$ cat src/rtl/subtractor_16bit_seq_if.sv
// Operand/result handshake bundle for the sequential subtractor.
// master drives operands and result acceptance; slave is the subtractor.
interface subtractor_16bit_seq_if #(
  parameter int WIDTH = 16
);
  logic             in_valid;
  logic             in_ready;
  logic [WIDTH-1:0] a;
  logic [WIDTH-1:0] b;
  logic             bin;
  logic             out_valid;
  logic             out_ready;
  logic [WIDTH-1:0] diff;
  logic             bout;
  logic             overflow;

  modport master (
    output in_valid, a, b, bin, out_ready,
    input  in_ready, out_valid, diff, bout, overflow
  );

  modport slave (
    input  in_valid, a, b, bin, out_ready,
    output in_ready, out_valid, diff, bout, overflow
  );
endinterface

$ cat src/rtl/subtractor_16bit_seq.sv
// Multi-cycle a - b - bin, BITS_PER_CYCLE bits per clock, LSB chunk first.
// Optional macro SUB_SATURATE_EN clamps diff to the signed limit on overflow.
module subtractor_16bit_seq #(
  parameter int WIDTH          = 16,
  parameter int BITS_PER_CYCLE = 2
) (
  input  logic                  clk,
  input  logic                  rst,
  subtractor_16bit_seq_if.slave bus
);
  localparam int STEPS = WIDTH / BITS_PER_CYCLE;
  localparam int CW    = $clog2(STEPS + 1);
  localparam int B     = BITS_PER_CYCLE;

  generate
    if ((WIDTH % BITS_PER_CYCLE) != 0) begin : g_bad_cfg
      $error("BITS_PER_CYCLE must divide WIDTH");
    end
  endgenerate

  typedef enum logic [1:0] {IDLE, RUN, DONE} state_t;

  state_t           state_reg;
  logic [WIDTH-1:0] a_sh_reg;
  logic [WIDTH-1:0] b_sh_reg;
  logic [WIDTH-1:0] diff_sh_reg;
  logic [WIDTH-1:0] diff_reg;
  logic             a_msb_reg;
  logic             b_msb_reg;
  logic             borrow_reg;
  logic             bout_reg;
  logic             overflow_reg;
  logic [CW-1:0]    count_reg;

  // Top bit of the (B+1)-bit difference is the chunk's borrow out.
  logic [B:0]       chunk_next;
  logic [WIDTH-1:0] diff_full_next;
  logic [WIDTH-1:0] diff_out_next;
  logic             overflow_next;

  assign chunk_next = {1'b0, a_sh_reg[B-1:0]} - {1'b0, b_sh_reg[B-1:0]}
                    - {{B{1'b0}}, borrow_reg};

  generate
    if (B == WIDTH) begin : g_one_chunk
      assign diff_full_next = chunk_next[B-1:0];
    end else begin : g_multi_chunk
      assign diff_full_next = {chunk_next[B-1:0], diff_sh_reg[WIDTH-1:B]};
    end
  endgenerate

  assign overflow_next = (a_msb_reg != b_msb_reg) && (diff_full_next[WIDTH-1] != a_msb_reg);

`ifdef SUB_SATURATE_EN
  assign diff_out_next = !overflow_next ? diff_full_next
                       : (a_msb_reg ? {1'b1, {(WIDTH-1){1'b0}}} : {1'b0, {(WIDTH-1){1'b1}}});
`else
  assign diff_out_next = diff_full_next;
`endif

  always_ff @(posedge clk or posedge rst) begin
    if (rst) begin
      state_reg    <= IDLE;
      a_sh_reg     <= '0;
      b_sh_reg     <= '0;
      diff_sh_reg  <= '0;
      diff_reg     <= '0;
      a_msb_reg    <= 1'b0;
      b_msb_reg    <= 1'b0;
      borrow_reg   <= 1'b0;
      bout_reg     <= 1'b0;
      overflow_reg <= 1'b0;
      count_reg    <= '0;
    end else begin
      case (state_reg)
        IDLE: begin
          if (bus.in_valid) begin
            a_sh_reg   <= bus.a;
            b_sh_reg   <= bus.b;
            a_msb_reg  <= bus.a[WIDTH-1];
            b_msb_reg  <= bus.b[WIDTH-1];
            borrow_reg <= bus.bin;
            count_reg  <= '0;
            state_reg  <= RUN;
          end
        end
        RUN: begin
          a_sh_reg    <= a_sh_reg >> B;
          b_sh_reg    <= b_sh_reg >> B;
          diff_sh_reg <= diff_full_next;
          borrow_reg  <= chunk_next[B];
          count_reg   <= count_reg + 1'b1;
          // Results become visible only on the DONE entry edge.
          if (count_reg == CW'(STEPS - 1)) begin
            diff_reg     <= diff_out_next;
            bout_reg     <= chunk_next[B];
            overflow_reg <= overflow_next;
            state_reg    <= DONE;
          end
        end
        DONE: begin
          if (bus.out_ready) begin
            state_reg <= IDLE;
          end
        end
        default: state_reg <= IDLE;
      endcase
    end
  end

  assign bus.in_ready  = (state_reg == IDLE) && !rst;
  assign bus.out_valid = (state_reg == DONE);
  assign bus.diff      = diff_reg;
  assign bus.bout      = bout_reg;
  assign bus.overflow  = overflow_reg;
endmodule

$ cat src/flat_wrapper.sv
// flat-port wrapper written by rule: the top's interface ports become plain ports
module subtractor_16bit_seq_flat 
#(
  parameter int WIDTH          = 16,
  parameter int BITS_PER_CYCLE = 2
)
  (clk, rst, bus_in_valid, bus_a, bus_b, bus_bin, bus_out_ready, bus_in_ready, bus_out_valid, bus_diff, bus_bout, bus_overflow);
  subtractor_16bit_seq_if #(.WIDTH(WIDTH)) bus_i ();
  input  logic clk;
  input  logic rst;
  input wire logic [$bits(bus_i.in_valid)-1:0] bus_in_valid;
  input wire logic [$bits(bus_i.a)-1:0] bus_a;
  input wire logic [$bits(bus_i.b)-1:0] bus_b;
  input wire logic [$bits(bus_i.bin)-1:0] bus_bin;
  input wire logic [$bits(bus_i.out_ready)-1:0] bus_out_ready;
  output wire logic [$bits(bus_i.in_ready)-1:0] bus_in_ready;
  output wire logic [$bits(bus_i.out_valid)-1:0] bus_out_valid;
  output wire logic [$bits(bus_i.diff)-1:0] bus_diff;
  output wire logic [$bits(bus_i.bout)-1:0] bus_bout;
  output wire logic [$bits(bus_i.overflow)-1:0] bus_overflow;
  assign bus_i.in_valid = bus_in_valid;
  assign bus_i.a = bus_a;
  assign bus_i.b = bus_b;
  assign bus_i.bin = bus_bin;
  assign bus_i.out_ready = bus_out_ready;
  assign bus_in_ready = bus_i.in_ready;
  assign bus_out_valid = bus_i.out_valid;
  assign bus_diff = bus_i.diff;
  assign bus_bout = bus_i.bout;
  assign bus_overflow = bus_i.overflow;
  subtractor_16bit_seq #(.WIDTH(WIDTH), .BITS_PER_CYCLE(BITS_PER_CYCLE)) u_core (.clk(clk), .rst(rst), .bus(bus_i));
endmodule
$ cat config.mk
export PLATFORM = sky130hd
export DESIGN_NAME = subtractor_16bit_seq_flat
export DESIGN_NICKNAME = d
export VERILOG_FILES = /design/src/rtl/subtractor_16bit_seq_if.sv /design/src/rtl/subtractor_16bit_seq.sv /design/src/flat_wrapper.sv
export SDC_FILE = /design/constraint.sdc
export NUM_CORES = 1
export LEC_CHECK = 0
export ABC_AREA = 0
export BUFFER_PORTS_ARGS = -buffer_cell sky130_fd_sc_hd__buf_2
export CAP_MARGIN = 0
export CORE_MARGIN = 3
export CORE_UTILIZATION = 35
export CTS_CLUSTER_SIZE = 12
export DETAILED_ROUTE_END_ITERATION = 8
export GPL_ROUTABILITY_DRIVEN = 0
export PLACE_DENSITY = 0.58
export SLEW_MARGIN = 15
export SYNTH_ARGS = -nofsm -noshare
export SYNTH_HDL_FRONTEND = slang
export SYNTH_SLANG_ARGS = --single-unit
$ cat constraint.sdc
create_clock -name clk -period 2.8 [get_ports clk]
set_input_delay 0.14 -clock clk [delete_from_list [all_inputs] [get_ports clk]]
set_output_delay 0.14 -clock clk [all_outputs]
set_load 0.01 [all_outputs]
==> Flow_metrics.wiki, run 1 <==
{| class="wikitable"
! Metric !! Value
|-
| Worst hold stages || 2
|-
| Count of TritonRoute iterations in the first routing pass || 5
|-
| Peak supply drop || 0.0003689 V
|-
| Vias in the first global route || 2442
|-
| FP Rows || 35
|-
| Relative max-transition margin || 58.77%
|-
| Starting Density || 36.02%
|-
| Portion of the post-synthesis area used by sequential elements || 54.62%
|-
| Number of nets produced by synthesis || 355
|-
| Layout cell share with drive strength beyond 1 || 27.35%
|-
| Fmax || 476.2 MHz
|-
| CP Class || flip-flop to flip-flop
|-
| Per-instance average area after synthesis || 10.62 um2
|-
| Clock buffer count from CTS || 9
|-
| Share of the cycle needed by the critical path after routing || 75.00%
|-
| CTS max path bufs || 2
|-
| Total power after layout || 4144 uW
|-
| Pin count of the biggest net entering global routing || 47
|-
| Clk pin slew, worst setup/hold paths || 0.09 ns
|-
| Arrival time at the worst endpoint || 2.37 ns
|-
| TritonCTS clock tree || built
|-
| Count of state elements after synthesis || 73
|-
| Number of flops mapped to enable cells by yosys || 0
|-
| Relative area change from synthesis to final layout || 17.99%
|-
| Final #Nets || 408
|-
| Count of cells resized by post-cts repair || 0
|-
| Setup crit start kind || flip-flop
|-
| First-pass GRT wire length || 12500 um
|-
| Critical path cell sequence || inv_1 -> fa_1 -> inv_1 -> fa_1 -> or3b_2 -> a31oi_1
|-
| Worst reg2reg endpoint || u_core.bus.overflow
|-
| Max stage delay on crit path || 0.49 ns
|-
| Number of primary I/O pins || 57
|-
| Synth warnings || 0
|-
| Register-to-register path setup slack || 0.70 ns
|-
| All-Layer GR Usage || 14.27%
|-
| Number of I/O port buffers || 56
|-
| Synthesized area || 3344 um2
|-
| Die footprint || 10760 um2
|-
| Number of distinct library cell variants in the gate-level netlist after synthesis || 35
|-
| Antenna violation net count after detailed routing || 0
|-
| Core area || 9284 um2
|-
| Setup repair after global routing missed its margin || no
|-
| Largest cells by area after synthesis || sky130_fd_sc_hd__dfrtp_1 55%, sky130_fd_sc_hd__a22oi_1 6.5%, sky130_fd_sc_hd__nand2_1 5.4%
|-
| Master cell of the clock root buffer || sky130_fd_sc_hd__clkbuf_8
|-
| Final Setup Violations || 0
|-
| Detail Placement HPWL || 4735 um
|-
| Transition time at the pin with the least slew margin || 0.6175 ns
|-
| Synth area leader || sky130_fd_sc_hd__dfrtp_1
|-
| Most frequent cell after synthesis || sky130_fd_sc_hd__dfrtp_1
|-
| Total negative slack || 0 ns
|-
| Filler instances || 943
|-
| Leakage Power || 0.001805 uW
|-
| Total Wirelength || 7549 um
|-
| Maximum level of the CTS H-tree || 3
|-
| Chip Height || 103.8 um
|-
| Largest fanout on the critical path || 4
|-
| DR vias/cell || 4.898
|-
| Number of sinks driven by the clock tree || 73
|-
| Required arrival time at the worst endpoint || 3.07 ns
|-
| Number of buffers added to fix hold violations after cts || 3
|-
| Slew Limit Fails || 0
|-
| Wire length per cell || 15.04 um
|-
| CP bufs+invs || 2
|-
| Hold Fails Final Rpt || 0
|-
| Hold EP || u_core.a_sh_reg[15]
|-
| Status || complete, no violations
|-
| Antenna violations before repair || 0
|-
| Max cap viols || 0
|-
| Final period demand of the worst path || 2.100 ns
|-
| Length in cells of the worst reg-to-reg path || 6
|-
| Launch instance of the worst register-to-register path || u_core.borrow_reg
|-
| Count of vias placed by the detailed router || 2459
|-
| Gate Count Post-Synth || 315
|-
| Total power divided by cell area || 1050 nW/um2
|-
| Start point of the worst min-delay path || bus_a[15]
|-
| Class of the most critical hold timing path || primary input to flip-flop
|-
| Setup Skew || 0.01316 ns
|-
| Width of the die || 103.8 um
|-
| Post-synth top cells || 73 x sky130_fd_sc_hd__dfrtp_1, 48 x sky130_fd_sc_hd__nand2_1, 34 x sky130_fd_sc_hd__o21ai_0
|-
| Async set or reset register ratio after synthesis || 100.0%
|-
| Clock latency reported for the late side of the worst-skew pair || 0.35 ns
|-
| Cell with the largest stage delay on the worst path || sky130_fd_sc_hd__or3b_2
|-
| N_diodes || 0
|-
| Number of remaining DRC errors || 0
|-
| Total overflow reported by the global router || 0
|-
| Critical path's top delay family || adder cells
|-
| Endpoint type of the worst setup path || flip-flop
|-
| Main synth FF type || sky130_fd_sc_hd__dfrtp_1
|-
| Yosys top cell area share || 54.62%
|-
| Number of buffers inserted to repair setup after CTS || 0
|-
| Final Hold Slack || 0.06766 ns
|-
| DRC marker count from the first detailed-route iteration || 130
|}
metal layers:
metal / wire length [um] / part of all wire [%] / vias up / global-route usage (%)
li1: - / - / 1197 / -
met2: 3435 / 46 / 52 / 21.17
met5: 0 / 0 / - / 0
met1: 3688 / 49 / 1200 / 19.96
met3: 321 / 4.3 / 10 / 4.361
met4: 103 / 1.4 / 0 / 4.748
power by group:
part | internal [uW] | switching (uW) | leakage [uW]
registers | 1510 | 319 | 0.000907
clock network | 419 | 435 | 0.0000925
logic | 686 | 774 | 0.000806
total | 2620 | 1530 | 0.00181
cell usage in the layout (no fill, tap or decap), types with 6 or more instances in the layout:
cell type,count
sky130_fd_sc_hd__nand2_1,48
sky130_fd_sc_hd__inv_1,6
sky130_fd_sc_hd__mux2_4,7
sky130_fd_sc_hd__a21oi_1,27
sky130_fd_sc_hd__mux2_2,11
sky130_fd_sc_hd__dfrtp_1,73
sky130_fd_sc_hd__buf_2,56
sky130_fd_sc_hd__clkbuf_8,9
sky130_fd_sc_hd__nor2b_1,27
sky130_fd_sc_hd__o21ai_0,34
sky130_fd_sc_hd__buf_4,6
sky130_fd_sc_hd__a22oi_1,29
area by class of cell:
| class | instances | area, um2 | area share, % |
|---|---|---|---|
| timing repair buffer | 66 | 375.4 | 9.512 |
| tap | 129 | 161.4 | 4.090 |
| clock inverter | 7 | 78.83 | 1.997 |
| multi-input combinational | 211 | 1354 | 34.31 |
| sequential | 73 | 1827 | 46.29 |
| inverter | 7 | 26.28 | 0.6658 |
| clock buffer | 9 | 123.9 | 3.139 |
worst reg2reg max path, stage by stage (launching register included):
cell                      delay, ns
sky130_fd_sc_hd__dfrtp_1       0.35
sky130_fd_sc_hd__inv_1         0.07
sky130_fd_sc_hd__fa_1          0.41
sky130_fd_sc_hd__inv_1         0.07
sky130_fd_sc_hd__fa_1          0.46
sky130_fd_sc_hd__or3b_2        0.49
sky130_fd_sc_hd__a31oi_1       0.18
logic make-up (layout without fill, tap and decap cells):
kind of cell             Yosys count  in the layout  synth area share, %
AND/OR/NAND/NOR                   86             86                12.98
AO/OA/AOI/OAI                    102            102                18.44
XOR/XNOR                           1              1               0.2619
flip-flops                        73             73                54.62
multiplexers                      19             19                7.146
adder cells (fa/ha/maj)            3              3                1.571
buffers and inverters             31             89                4.976
worst max path at each step:
stage                            from                  end  slack (ns)  cells after the start
floorplan                         rst     u_core.a_msb_reg        0.81                      1
global placement    u_core.borrow_reg  u_core.bus.overflow        0.77                      6
detailed placement  u_core.borrow_reg  u_core.bus.overflow        0.74                      6
CTS                 u_core.borrow_reg  u_core.bus.overflow        0.70                      6
global route        u_core.borrow_reg  u_core.bus.overflow        0.60                      6
finish              u_core.borrow_reg  u_core.bus.overflow        0.70                      6
per-stage QoR:
stage / area, um2 / setup slack (ns) / util, % / instances
after floorplan: 3344 / 0.8067 / - / 315
final: 3946 / 0.7001 / 42.51 / 502
after global routing: 3946 / 0.6049 / 42.51 / 502
after detailed placement: 3714 / 0.7366 / 40.00 / 483
after global placement: 3714 / 0.7718 / 40.00 / 483
after CTS: 3946 / 0.6981 / 42.51 / 502
Power figures use the tool's default switching activity.
==> run 2: changes to the inputs <==
--- a/config.mk
+++ b/config.mk
@@ -13,7 +13,7 @@
 export CTS_CLUSTER_SIZE = 12
 export DETAILED_ROUTE_END_ITERATION = 8
 export GPL_ROUTABILITY_DRIVEN = 0
-export PLACE_DENSITY = 0.58
+export PLACE_DENSITY = 0.6
 export SLEW_MARGIN = 15
 export SYNTH_ARGS = -nofsm -noshare
 export SYNTH_HDL_FRONTEND = slang
==> constraint.sdc (replaced) <==
create_clock -name clk -period 1.8 [get_ports clk]
set_input_delay 0.09 -clock clk [delete_from_list [all_inputs] [get_ports clk]]
set_output_delay 0.09 -clock clk [all_outputs]
set_load 0.01 [all_outputs]
==> run 2 against run 1 <==
  * The run now ends with negative setup slack left
  * Register-to-register slack got worse by 0.74 ns
  * Fmax rose by 14%
  * Routed wire length fell by 2.9%
  * Cell area grew 3.3%
  * Setup slack got worse by 0.74 ns
  * Highest routed layer unchanged
  * First-iteration DRC count fell by 17%
  * Clock-buffer cell count up 1
  * Non-clock buffer count increased by 12
  * Sequential cell count stayed put
  * Worst hold slack got worse by 0.047 ns
  * Via count increased by 1.6%
  * Combinational power up 67%
  * Critical endpoint unchanged
==> Flow_metrics.wiki, run 2 (synthesis gave the netlist of run 1 again) <==
{| class="wikitable"
! Metric !! Value
|-
| Final Cell Area || 4076 um2 (was 3946 um2)
|-
| Leakage Power || 0.001869 uW (was 0.001805 uW)
|-
| Total power divided by cell area || 1656 nW/um2 (was 1050 nW/um2)
|-
| Wire length per cell || 14.26 um (was 15.04 um)
|-
| Fin worst setup slack || -0.04026 ns (was 0.7001 ns)
|-
| Pin count of the biggest net entering global routing || 53 (was 47)
|-
| Cell with the largest stage delay on the worst path || sky130_fd_sc_hd__fa_1 (was sky130_fd_sc_hd__or3b_2)
|-
| Chip Height || 103.8 um (unchanged)
|-
| Width of the die || 103.8 um (unchanged)
|-
| Max stage delay on crit path || 0.42 ns (was 0.49 ns)
|-
| Length in cells of the worst reg-to-reg path || 6 (unchanged)
|-
| Required arrival time at the worst endpoint || 2.07 ns (was 3.07 ns)
|-
| Clock buffer count from CTS || 9 (unchanged)
|-
| Most frequent standard cell in the layout excluding fill and tap cells || sky130_fd_sc_hd__dfrtp_1 (unchanged)
|-
| Share of the cycle needed by the critical path after routing || 102.2% (was 75.00%)
|-
| Number of remaining DRC errors || 0 (unchanged)
|-
| Relative area change from synthesis to final layout || 21.89% (was 17.99%)
|-
| Peak supply drop || 0.0006726 V (was 0.0003689 V)
|-
| Slew Limit Fails || 0 (unchanged)
|-
| Final Setup Violations || 1 (was 0)
|-
| Clk pin slew, worst setup/hold paths || 0.08 ns (was 0.09 ns)
|-
| Setup repair after global routing missed its margin || yes (was no)
|-
| Critical Path Most Common Cell || sky130_fd_sc_hd__inv_2
|-
| Largest fanout on the critical path || 2 (was 4)
|-
| Count of vias placed by the detailed router || 2498 (was 2459)
|-
| Core area || 9284 um2 (unchanged)
|-
| All-Layer GR Usage || 14.35% (was 14.27%)
|-
| Class of the most critical hold timing path || primary input to flip-flop (unchanged)
|-
| CP bufs+invs || 2 (unchanged)
|-
| Total power after layout || 6750 uW (was 4144 uW)
|-
| Starting Density || 36.02% (unchanged)
|-
| Worst hold stages || 3 (was 2)
|-
| Final period demand of the worst path || 1.840 ns (was 2.100 ns)
|-
| Setup crit start kind || flip-flop (unchanged)
|-
| Setup Skew || 0.01166 ns (was 0.01316 ns)
|-
| DRC marker count from the first detailed-route iteration || 108 (was 130)
|-
| Status || finished, violations left (was complete, no violations)
|-
| Maximum level of the CTS H-tree || 3 (unchanged)
|-
| DR vias/cell || 4.860 (was 4.898)
|-
| TritonCTS clock tree || built (unchanged)
|-
| Number of primary I/O pins || 57 (unchanged)
|-
| Critical path cell sequence || inv_2 -> fa_2 -> inv_2 -> fa_1 -> or3b_4 -> a31oi_1 (was inv_1 -> fa_1 -> inv_1 -> fa_1 -> or3b_2 -> a31oi_1)
|-
| Hold Fails Final Rpt || 0 (unchanged)
|-
| Total Wirelength || 7329 um (was 7549 um)
|-
| Fmax || 543.4 MHz (was 476.2 MHz)
|-
| Master cell of the clock root buffer || sky130_fd_sc_hd__clkbuf_8 (unchanged)
|-
| Commonest cells after routing, fill and taps aside || 73 x sky130_fd_sc_hd__dfrtp_1, 56 x sky130_fd_sc_hd__buf_2, 48 x sky130_fd_sc_hd__nand2_1 (unchanged)
|-
| FP Rows || 35 (unchanged)
|-
| Clock latency reported for the late side of the worst-skew pair || 0.35 ns (about the same)
|-
| Filler instances || 913 (was 943)
|-
| Number of sinks driven by the clock tree || 73 (unchanged)
|-
| Layout cell share with drive strength beyond 1 || 29.87% (was 27.35%)
|-
| CP Class || flip-flop to flip-flop (unchanged)
|-
| Failing checks || negative setup slack
|-
| Count of TritonRoute iterations in the first routing pass || 4 (was 5)
|-
| CTS max path bufs || 2 (unchanged)
|-
| Antenna violations before repair || 0 (unchanged)
|-
| Dpl cell area || 3787 um2 (was 3714 um2)
|-
| Number of I/O port buffers || 56 (unchanged)
|-
| Antenna violation net count after detailed routing || 0 (unchanged)
|-
| Vias in the first global route || 2539 (was 2442)
|-
| Endpoint type of the worst setup path || flip-flop (unchanged)
|-
| Critical path's top delay family || adder cells (unchanged)
|-
| Arrival time at the worst endpoint || 2.11 ns (was 2.37 ns)
|-
| Final #Nets || 420 (was 408)
|-
| Relative max-transition margin || 65.92% (was 58.77%)
|-
| Transition time at the pin with the least slew margin || 0.5102 ns (was 0.6175 ns)
|-
| Detail Placement HPWL || 4749 um (was 4735 um)
|-
| Max cap viols || 0 (unchanged)
|-
| Die footprint || 10760 um2 (unchanged)
|-
| Crit. path cell count || 6 (unchanged)
|-
| First-pass GRT wire length || 12670 um (was 12500 um)
|-
| N_diodes || 0 (unchanged)
|-
| Total overflow reported by the global router || 0 (unchanged)
|}
-- run 2: report_power, final --
part	internal [uW]	leakage (uW)	switching, uW
Combinational	1210	0.000857	1240
Clock	820	0.000105	641
Sequential	2350	0.000907	492
Total	4380	0.00187	2370
-- run 2: through the flow --
| step | std cells | worst slack (ns) | hold WS, ns | utilization (%) | setup TNS, ns |
|---|---|---|---|---|---|
| 2_1_floorplan | 315 | -0.1004 | 0.2068 | - | -0.1004 |
| 3_3_place_gp | 492 | -0.09977 | 0.1698 | 40.80 | -0.09977 |
| 3_5_place_dp | 492 | -0.1396 | 0.1709 | 40.80 | -0.1396 |
| 4_1_cts | 513 | -0.09060 | 0.005540 | 43.83 | -0.09060 |
| 5_1_grt | 514 | -0.1400 | 0.02213 | 43.91 | -0.1400 |
| 6_report | 514 | -0.04026 | 0.02065 | 43.91 | -0.04026 |
-- run 2: worst reg2reg max path, delay by kind of cell (launching register included) --
kind	cells	cell delay (ns)
fa+ha+maj	2	0.80
flops	1	0.37
simple gates	1	0.37
buf+inv	2	0.12
compound gates	1	0.12
-- run 2: path summary, 6_finish.rpt --
| kind | from | endpoint | slack, ns |
|---|---|---|---|
| max reg2reg | u_core.borrow_reg | u_core.bus.overflow | -0.04 |
| min in group asynchronous | rst | u_core.a_sh_reg[8] | 0.33 |
| max | u_core.borrow_reg | u_core.bus.overflow | -0.04 |
| min reg2reg | u_core.diff_sh_reg[2] | u_core.diff_sh_reg[2] | 0.49 |
| max in group asynchronous | rst | u_core.a_sh_reg[7] | 0.84 |
| min | bus_a[4] | u_core.a_sh_reg[4] | 0.02 |
-- run 2: area by class of cell --
class	count	area [um2]	share of cell area, %
repair buffers	78	470.5	11.54
inverters	7	30.03	0.7366
multi-input cells	211	1359	33.33
flip-flops and latches	73	1827	44.81
clock buffers	10	137.6	3.376
well taps	129	161.4	3.959
clock inverters	6	91.34	2.241
-- run 2: routing by layer --
| metal | wire, um | vias to the layer above | global-route usage [%] | part of all wire, % |
|---|---|---|---|---|
| met5 | 0 | - | 0 | 0 |
| met4 | 57 | 0 | 3.419 | 0.78 |
| met3 | 353 | 4 | 4.486 | 4.8 |
| met2 | 3413 | 60 | 22.06 | 47 |
| met1 | 3505 | 1215 | 19.94 | 48 |
| li1 | - | 1219 | - | - |
-- run 2: what timing repair did --
item | in CTS | in global routing
buffers inserted | 0 | 1
pin swaps | 4 | 2
setup endpoints to repair | 1 | 1
hold buffers | 5 | 0
resized for setup | 3 | 0
hold endpoints to repair | 26 | 0
==> run 3: changes to the inputs <==
--- a/config.mk
+++ b/config.mk
@@ -8,12 +8,14 @@
 export ABC_AREA = 0
 export BUFFER_PORTS_ARGS = -buffer_cell sky130_fd_sc_hd__buf_2
 export CAP_MARGIN = 0
+export CELL_PAD_IN_SITES_DETAIL_PLACEMENT = 1
+export CELL_PAD_IN_SITES_GLOBAL_PLACEMENT = 1
 export CORE_MARGIN = 3
 export CORE_UTILIZATION = 35
 export CTS_CLUSTER_SIZE = 12
 export DETAILED_ROUTE_END_ITERATION = 8
 export GPL_ROUTABILITY_DRIVEN = 0
-export PLACE_DENSITY = 0.6
+export PLACE_DENSITY = 0.72
 export SLEW_MARGIN = 15
 export SYNTH_ARGS = -nofsm -noshare
 export SYNTH_HDL_FRONTEND = slang
==> run 3 against run 2 <==
  * Setup slack worse by 0.061 ns
  * First-iteration DRC count up 63%
  * The flow still finishes with violations (negative setup slack)
  * Worst hold slack worse by 0.0070 ns
==> Flow_metrics.wiki, run 3 (synthesis gave the netlist of run 1 again) <==
{| class="wikitable"
! Metric !! Value
|-
| Total negative slack || -0.1010 ns (was -0.04026 ns)
|-
| Detail Placement HPWL || 5644 um (was 4749 um)
|-
| Core area || 9284 um2 (unchanged)
|-
| Final cell count without fillers || 515 (was 514)
|-
| Worst reg2reg endpoint || u_core.bus.overflow (unchanged)
|-
| Clock latency reported for the late side of the worst-skew pair || 0.36 ns (was 0.35 ns)
|-
| First-pass GRT wire length || 13770 um (was 12670 um)
|-
| Arrival time at the worst endpoint || 2.17 ns (was 2.11 ns)
|-
| Pin count of the biggest net entering global routing || 45 (was 53)
|-
| CP Class || flip-flop to flip-flop (unchanged)
|-
| Number of sinks driven by the clock tree || 73 (unchanged)
|-
| Relative max-transition margin || 65.85% (was 65.92%)
|-
| Total power divided by cell area || 1670 nW/um2 (was 1656 nW/um2)
|-
| Register-to-register path setup slack || -0.10 ns (was -0.04 ns)
|-
| Number of primary I/O pins || 57 (unchanged)
|-
| Master cell of the clock root buffer || sky130_fd_sc_hd__clkbuf_8 (unchanged)
|-
| Peak supply drop || 0.0004603 V (was 0.0006726 V)
|-
| Setup Skew || 0.007621 ns (was 0.01166 ns)
|-
| CTS max path bufs || 2 (unchanged)
|-
| Start point of the worst min-delay path || bus_out_ready (was bus_a[4])
|-
| Fin worst setup slack || -0.1010 ns (was -0.04026 ns)
|-
| Setup crit start kind || flip-flop (unchanged)
|-
| Number of remaining DRC errors || 0 (unchanged)
|-
| Total Wirelength || 8239 um (was 7329 um)
|-
| Maximum level of the CTS H-tree || 3 (unchanged)
|-
| Seq. cell area || 1827 um2 (unchanged)
|-
| Width of the die || 103.8 um (unchanged)
|-
| Worst hold stages || 3 (unchanged)
|-
| Placed instance count || 492 (unchanged)
|-
| Slew Limit Fails || 0 (unchanged)
|-
| Cell with the largest stage delay on the worst path || sky130_fd_sc_hd__fa_1 (unchanged)
|-
| Chip Height || 103.8 um (unchanged)
|-
| Setup repair after global routing missed its margin || yes (unchanged)
|-
| Clock buffer count from CTS || 9 (unchanged)
|-
| Most frequent standard cell in the layout excluding fill and tap cells || sky130_fd_sc_hd__dfrtp_1 (unchanged)
|-
| DRC marker count from the first detailed-route iteration || 176 (was 108)
|-
| Length in cells of the worst reg-to-reg path || 5 (was 6)
|-
| Leakage Power || 0.001880 uW (was 0.001869 uW)
|-
| Launch instance of the worst register-to-register path || u_core.a_sh_reg[0] (was u_core.borrow_reg)
|-
| Count of TritonRoute iterations in the first routing pass || 4 (unchanged)
|-
| Final Setup Violations || 1 (unchanged)
|-
| Antenna violation net count after detailed routing || 0 (unchanged)
|-
| Total overflow reported by the global router || 0 (unchanged)
|-
| Vias in the first global route || 2833 (was 2539)
|-
| Required arrival time at the worst endpoint || 2.07 ns (about the same)
|-
| Max cap viols || 0 (unchanged)
|-
| FP Rows || 35 (unchanged)
|-
| Antenna violations before repair || 0 (unchanged)
|-
| Status || finished, violations left (unchanged)
|-
| Commonest cells after routing, fill and taps aside || 73 x sky130_fd_sc_hd__dfrtp_1, 56 x sky130_fd_sc_hd__buf_2, 48 x sky130_fd_sc_hd__nand2_1 (unchanged)
|-
| All-Layer GR Usage || 15.84% (was 14.35%)
|-
| Fmax || 526.0 MHz (was 543.4 MHz)
|-
| Critical path cell sequence || fa_2 -> inv_2 -> fa_1 -> or3b_4 -> a31oi_1 (was inv_2 -> fa_2 -> inv_2 -> fa_1 -> or3b_4 -> a31oi_1)
|-
| Wire length per cell || 16.00 um (was 14.26 um)
|-
| Transition time at the pin with the least slew margin || 0.5123 ns (was 0.5102 ns)
|-
| Largest fanout on the critical path || 2 (unchanged)
|-
| Relative area change from synthesis to final layout || 21.92% (was 21.89%)
|-
| Class of the most critical hold timing path || primary input to flip-flop (unchanged)
|-
| Die footprint || 10760 um2 (unchanged)
|-
| Count of vias placed by the detailed router || 2559 (was 2498)
|-
| Max stage delay on crit path || 0.42 ns (about the same)
|-
| Number of I/O port buffers || 56 (unchanged)
|-
| Endpoint type of the worst setup path || flip-flop (unchanged)
|-
| TritonCTS clock tree || built (unchanged)
|-
| N_diodes || 0 (unchanged)
|-
| Hold EP || u_core.state_reg[1] (was u_core.a_sh_reg[4])
|-
| DR vias/cell || 4.969 (was 4.860)
|-
| Layout cell share with drive strength beyond 1 || 29.27% (was 29.87%)
|-
| Final #Nets || 421 (was 420)
|-
| Share of the cycle needed by the critical path after routing || 105.6% (was 102.2%)
|-
| Combined area of the multi-input logic cells || 1359 um2 (unchanged)
|-
| Final period demand of the worst path || 1.901 ns (was 1.840 ns)
|-
| Failing checks || negative setup slack (unchanged)
|-
| Starting Density || 36.02% (unchanged)
|-
| Final Hold Slack || 0.01361 ns (was 0.02065 ns)
|-
| Hold Fails Final Rpt || 0 (unchanged)
|-
| Filler instances || 1061 (was 913)
|-
| Clk pin slew, worst setup/hold paths || 0.07 ns (was 0.08 ns)
|}
==> run 3: cell count changes in the layout (fill, tap and decap cells not counted), sizes merged <==
cell,change
clkinvlp,-3
clkbuf,+4
buf,+1
clkinv,-1
==> run 3: cell type report <==
cell class	count	share of cell area (%)
Sequential cell	73	44.80
Multi-Input combinational cell	211	33.32
Timing Repair Buffer	79	11.72
Clock buffer	14	3.989
Tap cell	129	3.958
Clock inverter	2	1.473
Inverter	7	0.7364
==> run 3: worst max path at each step <==
stage	startpoint	to	slack, ns	cells after the start
floorplan	u_core.borrow_reg	u_core.bus.overflow	-0.10	6
global placement	u_core.borrow_reg	u_core.bus.overflow	-0.10	6
detailed placement	u_core.borrow_reg	u_core.bus.overflow	-0.18	6
CTS	u_core.a_sh_reg[0]	u_core.bus.overflow	-0.14	5
global route	u_core.a_sh_reg[0]	u_core.bus.overflow	-0.15	5
finish	u_core.a_sh_reg[0]	u_core.bus.overflow	-0.10	5
==> run 3: through the flow <==
stage | cell area (um2) | setup WS (ns) | total power (uW) | utilization (%)
2_1_floorplan | 3351 | -0.1004 | 4490 | -
3_3_place_gp | 3787 | -0.1036 | 5196 | 40.80
3_5_place_dp | 3787 | -0.1848 | 5353 | 40.80
4_1_cts | 4078 | -0.1404 | 6884 | 43.92
5_1_grt | 4078 | -0.1541 | 7330 | 43.92
6_report | 4078 | -0.1010 | 6812 | 43.92
==> run 3: where the power goes <==
| part | switching (uW) | total [uW] | internal [uW] |
|---|---|---|---|
| Combinational | 1290 | 2470 | 1190 |
| Sequential | 514 | 2870 | 2350 |
| Clock | 611 | 1470 | 859 |
| Total | 2410 | 6810 | 4400 |
==> run 3: per-layer routing <==
metal	wire [um]	up-vias	track usage (%)
met1	3884	1270	20.69
met3	316	15	3.364
met5	0	-	0
li1	-	1224	-
met2	3885	50	25.09
met4	153	0	7.692
==> run 3: worst max-delay path: cells and delay by family, from the launching register on <==
kind                       cells  cell delay (ns)
AOI/OAI and AO/OA              1             0.16
adders and majority gates      2             0.81
buffers and inverters          1             0.06
DFF                            1             0.41
and+or+nand+nor                1             0.38
==> run 3: timing repair <==
action,4_1_cts,5_1_grt
hold buffers,5,0
setup buffers,2,0
pin swaps,4,1
gates cloned,0,0
gates resized for setup,3,0
endpoints found under the hold margin,21,0
setup endpoints to repair,1,1
